File: src/rtl/ballot_if.sv
// Officer/voter bundle for the ballot controller.
// master drives commands and buttons; slave returns votes and status.
interface ballot_if;
  logic       open_poll;
  logic       close_poll;
  logic       authorize;
  logic       btn_C1;
  logic       btn_C2;
  logic       btn_C3;
  logic       vote_C1;
  logic       vote_C2;
  logic       vote_C3;
  logic       poll_open;
  logic       armed;
  logic       full;
  logic [3:0] ballot_cnt;
  logic       err_multi;
  logic       timeout;

  modport master (
    output open_poll, close_poll, authorize,
    output btn_C1, btn_C2, btn_C3,
    input  vote_C1, vote_C2, vote_C3,
    input  poll_open, armed, full, ballot_cnt,
    input  err_multi, timeout
  );

  modport slave (
    input  open_poll, close_poll, authorize,
    input  btn_C1, btn_C2, btn_C3,
    output vote_C1, vote_C2, vote_C3,
    output poll_open, armed, full, ballot_cnt,
    output err_multi, timeout
  );
endinterface

File: src/rtl/ballot_controller.sv
// Ballot controller: one vote per authorized voter, with timeout.
// Ports: clk, rst (async high), bus (ballot_if.slave); all outputs registered.
module ballot_controller #(
  parameter int unsigned MAX_BALLOTS    = 15,
  parameter int unsigned TIMEOUT_CYCLES = 255
) (
  input  logic    clk,
  input  logic    rst,
  ballot_if.slave bus
);

  typedef enum logic [1:0] {
    CLOSED,
    IDLE,
    ARMED,
    RELEASE
  } state_t;

  localparam logic [3:0]  MAX_CNT = 4'(MAX_BALLOTS);
  localparam logic [15:0] TMO     = 16'(TIMEOUT_CYCLES);

  state_t      state_q, state_d;
  logic [15:0] timer_q, timer_d;
  logic [3:0]  cnt_q, cnt_d;
  logic [2:0]  prev_q;
  logic [2:0]  vote_q, vote_d;
  logic        err_q, err_d;
  logic        to_q, to_d;
  logic        po_q, po_d;
  logic        ar_q, ar_d;
  logic        full_q, full_d;

  logic [2:0]  btn;
  logic [2:0]  press;
  logic        single;
  logic        multi;

  assign btn   = {bus.btn_C3, bus.btn_C2, bus.btn_C1};
  // A held button is never a press: edge against last cycle.
  assign press = btn & ~prev_q;
  assign single = (press == 3'b001) ||
                  (press == 3'b010) ||
                  (press == 3'b100);
  assign multi  = (press != 3'b000) && !single;

  always_comb begin
    state_d = state_q;
    timer_d = timer_q;
    cnt_d   = cnt_q;
    vote_d  = 3'b000;
    err_d   = 1'b0;
    to_d    = 1'b0;
    unique case (state_q)
      CLOSED: begin
        if (bus.open_poll) begin
          state_d = IDLE;
          cnt_d   = 4'd0;
        end
      end
      IDLE: begin
        if (bus.close_poll) begin
          state_d = CLOSED;
        end else if (bus.authorize && cnt_q < MAX_CNT) begin
          state_d = ARMED;
          timer_d = TMO;
        end
      end
      ARMED: begin
        if (bus.close_poll) begin
          state_d = CLOSED;
        end else if (single) begin
          vote_d  = press;
          cnt_d   = (cnt_q < MAX_CNT) ? cnt_q + 4'd1 : cnt_q;
          state_d = RELEASE;
        end else begin
          err_d   = multi;
          timer_d = timer_q - 16'd1;
          // Expiry edge: this decrement takes the timer to zero.
          if (timer_q <= 16'd1) begin
            to_d    = 1'b1;
            state_d = IDLE;
          end
        end
      end
      RELEASE: begin
        if (btn == 3'b000) state_d = IDLE;
      end
    endcase
    po_d   = (state_d != CLOSED);
    ar_d   = (state_d == ARMED);
    full_d = (cnt_d == MAX_CNT);
  end

  always_ff @(posedge clk or posedge rst) begin
    if (rst) begin
      state_q <= CLOSED;
      timer_q <= 16'd0;
      cnt_q   <= 4'd0;
      prev_q  <= 3'b000;
      vote_q  <= 3'b000;
      err_q   <= 1'b0;
      to_q    <= 1'b0;
      po_q    <= 1'b0;
      ar_q    <= 1'b0;
      full_q  <= 1'b0;
    end else begin
      state_q <= state_d;
      timer_q <= timer_d;
      cnt_q   <= cnt_d;
      prev_q  <= btn;
      vote_q  <= vote_d;
      err_q   <= err_d;
      to_q    <= to_d;
      po_q    <= po_d;
      ar_q    <= ar_d;
      full_q  <= full_d;
    end
  end

  assign bus.vote_C1    = vote_q[0];
  assign bus.vote_C2    = vote_q[1];
  assign bus.vote_C3    = vote_q[2];
  assign bus.poll_open  = po_q;
  assign bus.armed      = ar_q;
  assign bus.full       = full_q;
  assign bus.ballot_cnt = cnt_q;
  assign bus.err_multi  = err_q;
  assign bus.timeout    = to_q;

endmodule

File: src/flat_wrapper.sv
// flat-port wrapper written by rule: the top's interface ports become plain ports
module ballot_controller_flat 
#(
  parameter int unsigned MAX_BALLOTS    = 15,
  parameter int unsigned TIMEOUT_CYCLES = 255
)
  (clk, rst, bus_open_poll, bus_close_poll, bus_authorize, bus_btn_C1, bus_btn_C2, bus_btn_C3, bus_vote_C1, bus_vote_C2, bus_vote_C3, bus_poll_open, bus_armed, bus_full, bus_ballot_cnt, bus_err_multi, bus_timeout);
  ballot_if bus_i ();
  input  logic clk;
  input  logic rst;
  input wire logic [$bits(bus_i.open_poll)-1:0] bus_open_poll;
  input wire logic [$bits(bus_i.close_poll)-1:0] bus_close_poll;
  input wire logic [$bits(bus_i.authorize)-1:0] bus_authorize;
  input wire logic [$bits(bus_i.btn_C1)-1:0] bus_btn_C1;
  input wire logic [$bits(bus_i.btn_C2)-1:0] bus_btn_C2;
  input wire logic [$bits(bus_i.btn_C3)-1:0] bus_btn_C3;
  output wire logic [$bits(bus_i.vote_C1)-1:0] bus_vote_C1;
  output wire logic [$bits(bus_i.vote_C2)-1:0] bus_vote_C2;
  output wire logic [$bits(bus_i.vote_C3)-1:0] bus_vote_C3;
  output wire logic [$bits(bus_i.poll_open)-1:0] bus_poll_open;
  output wire logic [$bits(bus_i.armed)-1:0] bus_armed;
  output wire logic [$bits(bus_i.full)-1:0] bus_full;
  output wire logic [$bits(bus_i.ballot_cnt)-1:0] bus_ballot_cnt;
  output wire logic [$bits(bus_i.err_multi)-1:0] bus_err_multi;
  output wire logic [$bits(bus_i.timeout)-1:0] bus_timeout;
  assign bus_i.open_poll = bus_open_poll;
  assign bus_i.close_poll = bus_close_poll;
  assign bus_i.authorize = bus_authorize;
  assign bus_i.btn_C1 = bus_btn_C1;
  assign bus_i.btn_C2 = bus_btn_C2;
  assign bus_i.btn_C3 = bus_btn_C3;
  assign bus_vote_C1 = bus_i.vote_C1;
  assign bus_vote_C2 = bus_i.vote_C2;
  assign bus_vote_C3 = bus_i.vote_C3;
  assign bus_poll_open = bus_i.poll_open;
  assign bus_armed = bus_i.armed;
  assign bus_full = bus_i.full;
  assign bus_ballot_cnt = bus_i.ballot_cnt;
  assign bus_err_multi = bus_i.err_multi;
  assign bus_timeout = bus_i.timeout;
  ballot_controller #(.MAX_BALLOTS(MAX_BALLOTS), .TIMEOUT_CYCLES(TIMEOUT_CYCLES)) u_core (.clk(clk), .rst(rst), .bus(bus_i));
endmodule
File: config.mk
export PLATFORM = sky130hd
export DESIGN_NAME = ballot_controller_flat
export DESIGN_NICKNAME = d
export VERILOG_FILES = /design/src/rtl/ballot_if.sv /design/src/rtl/ballot_controller.sv /design/src/flat_wrapper.sv
export SDC_FILE = /design/constraint.sdc
export NUM_CORES = 1
export LEC_CHECK = 0
export ABC_AREA = 1
export ABC_CLOCK_PERIOD_IN_PS = 1900
export CORE_MARGIN = 5
export CORE_UTILIZATION = 47
export CTS_CLUSTER_SIZE = 14
export DETAILED_ROUTE_END_ITERATION = 10
export PLACE_DENSITY = 0.72
export SYNTH_ARGS = -nofsm -noshare
export SYNTH_HDL_FRONTEND = slang
export SYNTH_SLANG_ARGS = --single-unit
File: constraint.sdc
create_clock -name clk -period 1.9 [get_ports clk]
set_input_delay 0.38 -clock clk [delete_from_list [all_inputs] [get_ports clk]]
set_output_delay 0.38 -clock clk [all_outputs]
set_load 0.005 [all_outputs]
After elaboration in Yosys (flattened, before gate mapping)
Cells that the tools add are included.
- $add $sub $neg: 2
- $lt $le $gt $ge: 2
- equal/unequal tests: 12
- muxes and demuxes: 28
- bitwise logic cells: 2
- reduce and logical (&&, ||, !) cells: 11
- operator list (operator ; number):
    $mux W16 ; 4
    $pmux W16 S2 ; 1
    $le A16 B1 Y1 const B ; 1
    $mux W4 ; 4
    $sub A16 B1 Y16 const B ; 1
    $mux W2 ; 7
    $mux W3 ; 3
    $pmux W2 S4 ; 1
    $pmux W4 S2 ; 1
    $mux W1 ; 7
    $eq A2 B2 Y1 const B ; 3
    $ne A2 B2 Y1 const B ; 3
    $reduce_and A5 Y1 ; 1
    $add A4 B1 Y4 const B ; 1
    $eq A4 B4 Y1 const B ; 1
    $lt A4 B4 Y1 const B ; 1
    $reduce_bool A2 Y1 ; 2
    $and A3 B3 Y3 ; 1
    $eq A3 B1 Y1 const B ; 1
    $eq A3 B2 Y1 const B ; 1
    $eq A3 B3 Y1 const B ; 1
    $logic_not A3 Y1 ; 1
    $not A3 Y3 ; 1
    $reduce_bool A3 Y1 ; 1
    other kinds (6) ; 8
- flip-flop bits (word level): 33
- input port bits: 8
- logic and storage cells: 67

Depth between registers and ports, before layout
- depth in word-level cells: 10
- mapped depth: 10
- mapped depth without buffers: 10

Least setup slack after synthesis
No wires, ideal clock.
- path type: reg-to-reg
- from: reg u_core.cnt_q[0] (netlist: u_core.bus.ballot_cnt[0])
- to: reg u_core.timer_q[13]
- data arrival time: 1.456 ns
- setup slack: 0.370 ns
- stages on the path, launching flop included: 10
- cell sequence: dfrtp_1 > ha_1 > nand2_1 > inv_1 > nand2_1 > nand3_2 > nand2_4 > buf_8 > nand4_1 > o21ai_2
- cells in the longest elaborated chain, start to end: 4
- RTL lines (element ; RTL line ; RTL):
    start: declaration ; ballot_controller.sv:24 ; logic [3:0] cnt_q, cnt_d;
    start signal: assignment ; ballot_controller.sv:109 ; cnt_q <= cnt_d;
    $lt A4 B4 Y1 ; ballot_controller.sv:63 ; end else if (bus.authorize && cnt_q < MAX_CNT) begin
    $logic_and A1 B1 Y1 ; ballot_controller.sv:63 ;
    $ne A2 B1 Y1 (no line) ; n/a ;
    $reduce_and A5 Y1 (no line) ; n/a ;
    end signal: assignment ; ballot_controller.sv:108 ; timer_q <= timer_d;
    end: declaration ; ballot_controller.sv:23 ; logic [15:0] timer_q, timer_d;
Every way passes these cells.
A chain may end at the register's enable or synchronous reset.

Final worst setup path
- from: reg u_core.cnt_q[3] (netlist: u_core.bus.ballot_cnt[3])
- to: out bus_ballot_cnt[3]
- RTL lines (element ; RTL line ; RTL):
    end: declaration ; flat_wrapper.sv:23 ; output wire logic [$bits(bus_i.ballot_cnt)-1:0] bus_ballot_cnt;
No word-level cell between the ends.

==> results.yml <==
cells_and_area:
  drive_above_1_share_pct: 15.0
  final_area_um2: 2350
  most-common-layout-cells: "nand2_1, inv_1, nor2_1"
  antenna_cells: 0
  fill_cells: 355
  nNetsFinal: 291
  fin_cells: 330
  final_common_cell: "nand2_1"
  syn2layout_area_growth_pct: 25.6
clock_tree:
  cts-buffers-inserted: 5
  clockBufferDepth: 2
  cts_resized: 0
  h-tree-depth: 2
  hold_buffers: 0
  clock_sinks: 33
  cts_tree: "yes"
  clkLatencyLatePin_ps: 280
  cts_root_buffer: "clkbuf_8"
  cts_setup_buffers: 0
  clk_pin_slew_worst_paths_ps: 70
worst_setup_path:
  path_max_fanout: 5
  crit_type: "reg2out"
  critPathSlowestCell: "clkdlybuf4s50_1"
  reg2reg_from: "u_core.bus.ballot_cnt[0]$_DFF_PP0_"
  cp_data_arrival_time_ps: 1280
  cp-end-kind: "output pin"
  critPathBufInv: 1
  crit_family: "buffers and inverters"
  worst-r2r-setup-slack_ps: 250
  ff2ff_path_depth: 9
  crit_chain: "clkdlybuf4s50_1"
  path_depth: 1
  cp-start-kind: "flip-flop"
  r2r_end: "u_core.bus.armed$_DFF_PP0_"
  required_ps: 1520
  crit_path_max_incr_delay_ps: 540
logic_synthesis:
  synthSimpleGateAreaFrac_pct: 34.7
  syn_nets: 250
  synth_compound_area_share_pct: 7.14
  synth.distinct_cells: 25
  synth.area.mux_share_pct: 0
  yosysSeqAreaShare_pct: 44.0
  yosysWarnings: 0
  synth_edf_count: 0
  syn_area_um2: 1880
  ys_seq_elements: 33
  synth.avg_cell_area_um2: 7.85
  syn_inst: 239
  synth_xor_area_share_pct: 2.33
  synth_ff_type: "dfrtp_1"
  yosys.area_share.adder_pct: 2.00
  synth_top_family_by_area: "simple AND/OR/NAND/NOR gates"
  async_reset_ff_share_pct: 100
status:
  outcome: "finished clean"
placement:
  dpl.hpwl_mm: 3.06
  place_area_um2: 2250
  gp_congestion: 0.927
  port_buffers: 19
  dp_cells: 323
sta:
  rsz0062_at_grt: "no"
  hold_viol: 0
  setup_viol: 0
  skew_ps: 4.71
  fin_tns_setup_ps: 0
  fin_crit_ps: 1660
  timing.final.crit_share_pct: 87.4
  slew-limit-headroom_pct: 72.5
  worst_pin_slew_ps: 412
  max_freq_mhz: 602
  slew_viol_final: 0
flow_run:
  drv_cap: 0
grt:
  grt_usage_pct: 17.3
  grt_max_degree: 34
  grt_first_pass_wirelength_mm: 7.19
  antenna_found_initial: 0
  overflow: 0
  first_global_vias: 1709
pwr:
  p_leak_nw: 1.12
  combPwrFrac_pct: 30.1
  p_switching_mw: 0.731
  p_sw_share_pct: 33.0
  power_frac_seq_pct: 41.4
  ir_drop_mv: 0.776
  p_per_area_nw_per_um2: 941
  internal_power_mw: 1.48
  clkPwrFrac_pct: 28.5
floorplan:
  io_pins: 20
  die_x_um: 73.2
  die_h_um: 73.2
  floorplan.initialDensity_pct: 47.6
  core_area_um2: 3940
  dieArea_um2: 5350
  rows: 23
min_path:
  worstHoldPathType: "in2async"
drt:
  detail-route-antenna-nets: 0
  vias_per_cell: 4.97
  wl_per_cell_um: 11.9
  drc: 0
  drt-total-wl_mm: 3.92
  dr.pass1.iters: 4
  drt_iter0_drc: 62
  via_count: 1639
Yosys cell counts, types with 3 or more instances:
cell / n / area, µm²
dfrtp_1: 33 / 826
ha_1: 3 / 37.5
inv_1: 37 / 139
nand2_1: 44 / 165
nand2_4: 3 / 33.8
nand3_1: 24 / 120
nand3_2: 3 / 30.0
nand3b_1: 6 / 45.0
nand4_1: 7 / 43.8
nor2_1: 34 / 128
nor3_1: 9 / 45.0
o21ai_0: 12 / 60.1
o21ai_2: 3 / 26.3
xor2_1: 5 / 43.8
metrics by stage:
step / power, mW / util (%) / hold slack, ps / worst slack (ps)
after floorplan: 1.36 / - / 411 / 370
after global placement: 1.59 / 57.1 / 524 / -44.2
after detailed placement: 1.60 / 57.1 / 526 / -60.1
after CTS: 2.24 / 59.7 / 492 / 220
after global routing: 2.39 / 59.7 / 526 / 61.6
final: 2.22 / 59.7 / 481 / 239
layout make-up:
class | count | area, µm² | share of cell area [%]
clock buffers | 5 | 68.8 | 2.92
repair buffers | 37 | 350 | 14.9
flip-flops and latches | 33 | 826 | 35.1
multi-input cells | 164 | 866 | 36.8
clock inverters | 2 | 35.0 | 1.49
inverters | 39 | 146 | 6.22
well taps | 50 | 62.6 | 2.66
registers in the layout, indices dropped and copies added, names as in the netlist:
signal                 cells
u_core.bus.armed           1
u_core.bus.ballot_cnt      4
u_core.bus.err_multi       1
u_core.bus.full            1
u_core.bus.poll_open       1
u_core.bus.timeout         1
u_core.prev_q              3
u_core.state_q             2
u_core.timer_q            16
u_core.vote_q              3
cells by family after synthesis:
kind of cell,count (synthesis)
and+or+nand+nor,135
buffers and inverters,42
DFF,33
AOI/OAI and AO/OA,21
xor gates and xnor gates,5
adders and majority gates,3
metal layers:
metal  part of all wire, %  vias up  GRT usage (%)
met5                     0        -              0
met4                   2.3        0           6.35
met3                   4.4       11           4.96
met2                    49       31           30.2
met1                    45      757           19.8
li1                      -      840              -
power groups by stage:
stage	combinational, mW	sequential (mW)	clock (mW)
after floorplan	0.444	0.914	0
after global placement	0.659	0.929	0
after detailed placement	0.673	0.932	0
after CTS	0.677	0.919	0.649
after global routing	0.763	0.938	0.687
final	0.667	0.918	0.631
worst max-delay path by stage:
stage / slack, ps / from / end
floorplan: 370 / u_core.bus.ballot_cnt[0]$_DFF_PP0_ / u_core.timer_q[13]$_DFFE_PP0P_
global placement: -40 / bus_btn_C1 / u_core.bus.full$_DFF_PP0_
finish: 240 / u_core.bus.ballot_cnt[3]$_DFF_PP0_ / bus_ballot_cnt[3]
CTS: 220 / u_core.bus.ballot_cnt[3]$_DFF_PP0_ / bus_ballot_cnt[3]
global route: 60 / u_core.bus.ballot_cnt[0]$_DFF_PP0_ / u_core.bus.armed$_DFF_PP0_
detailed placement: -60 / bus_btn_C1 / u_core.bus.full$_DFF_PP0_
No activity file was read; power rests on OpenSTA's default activity.
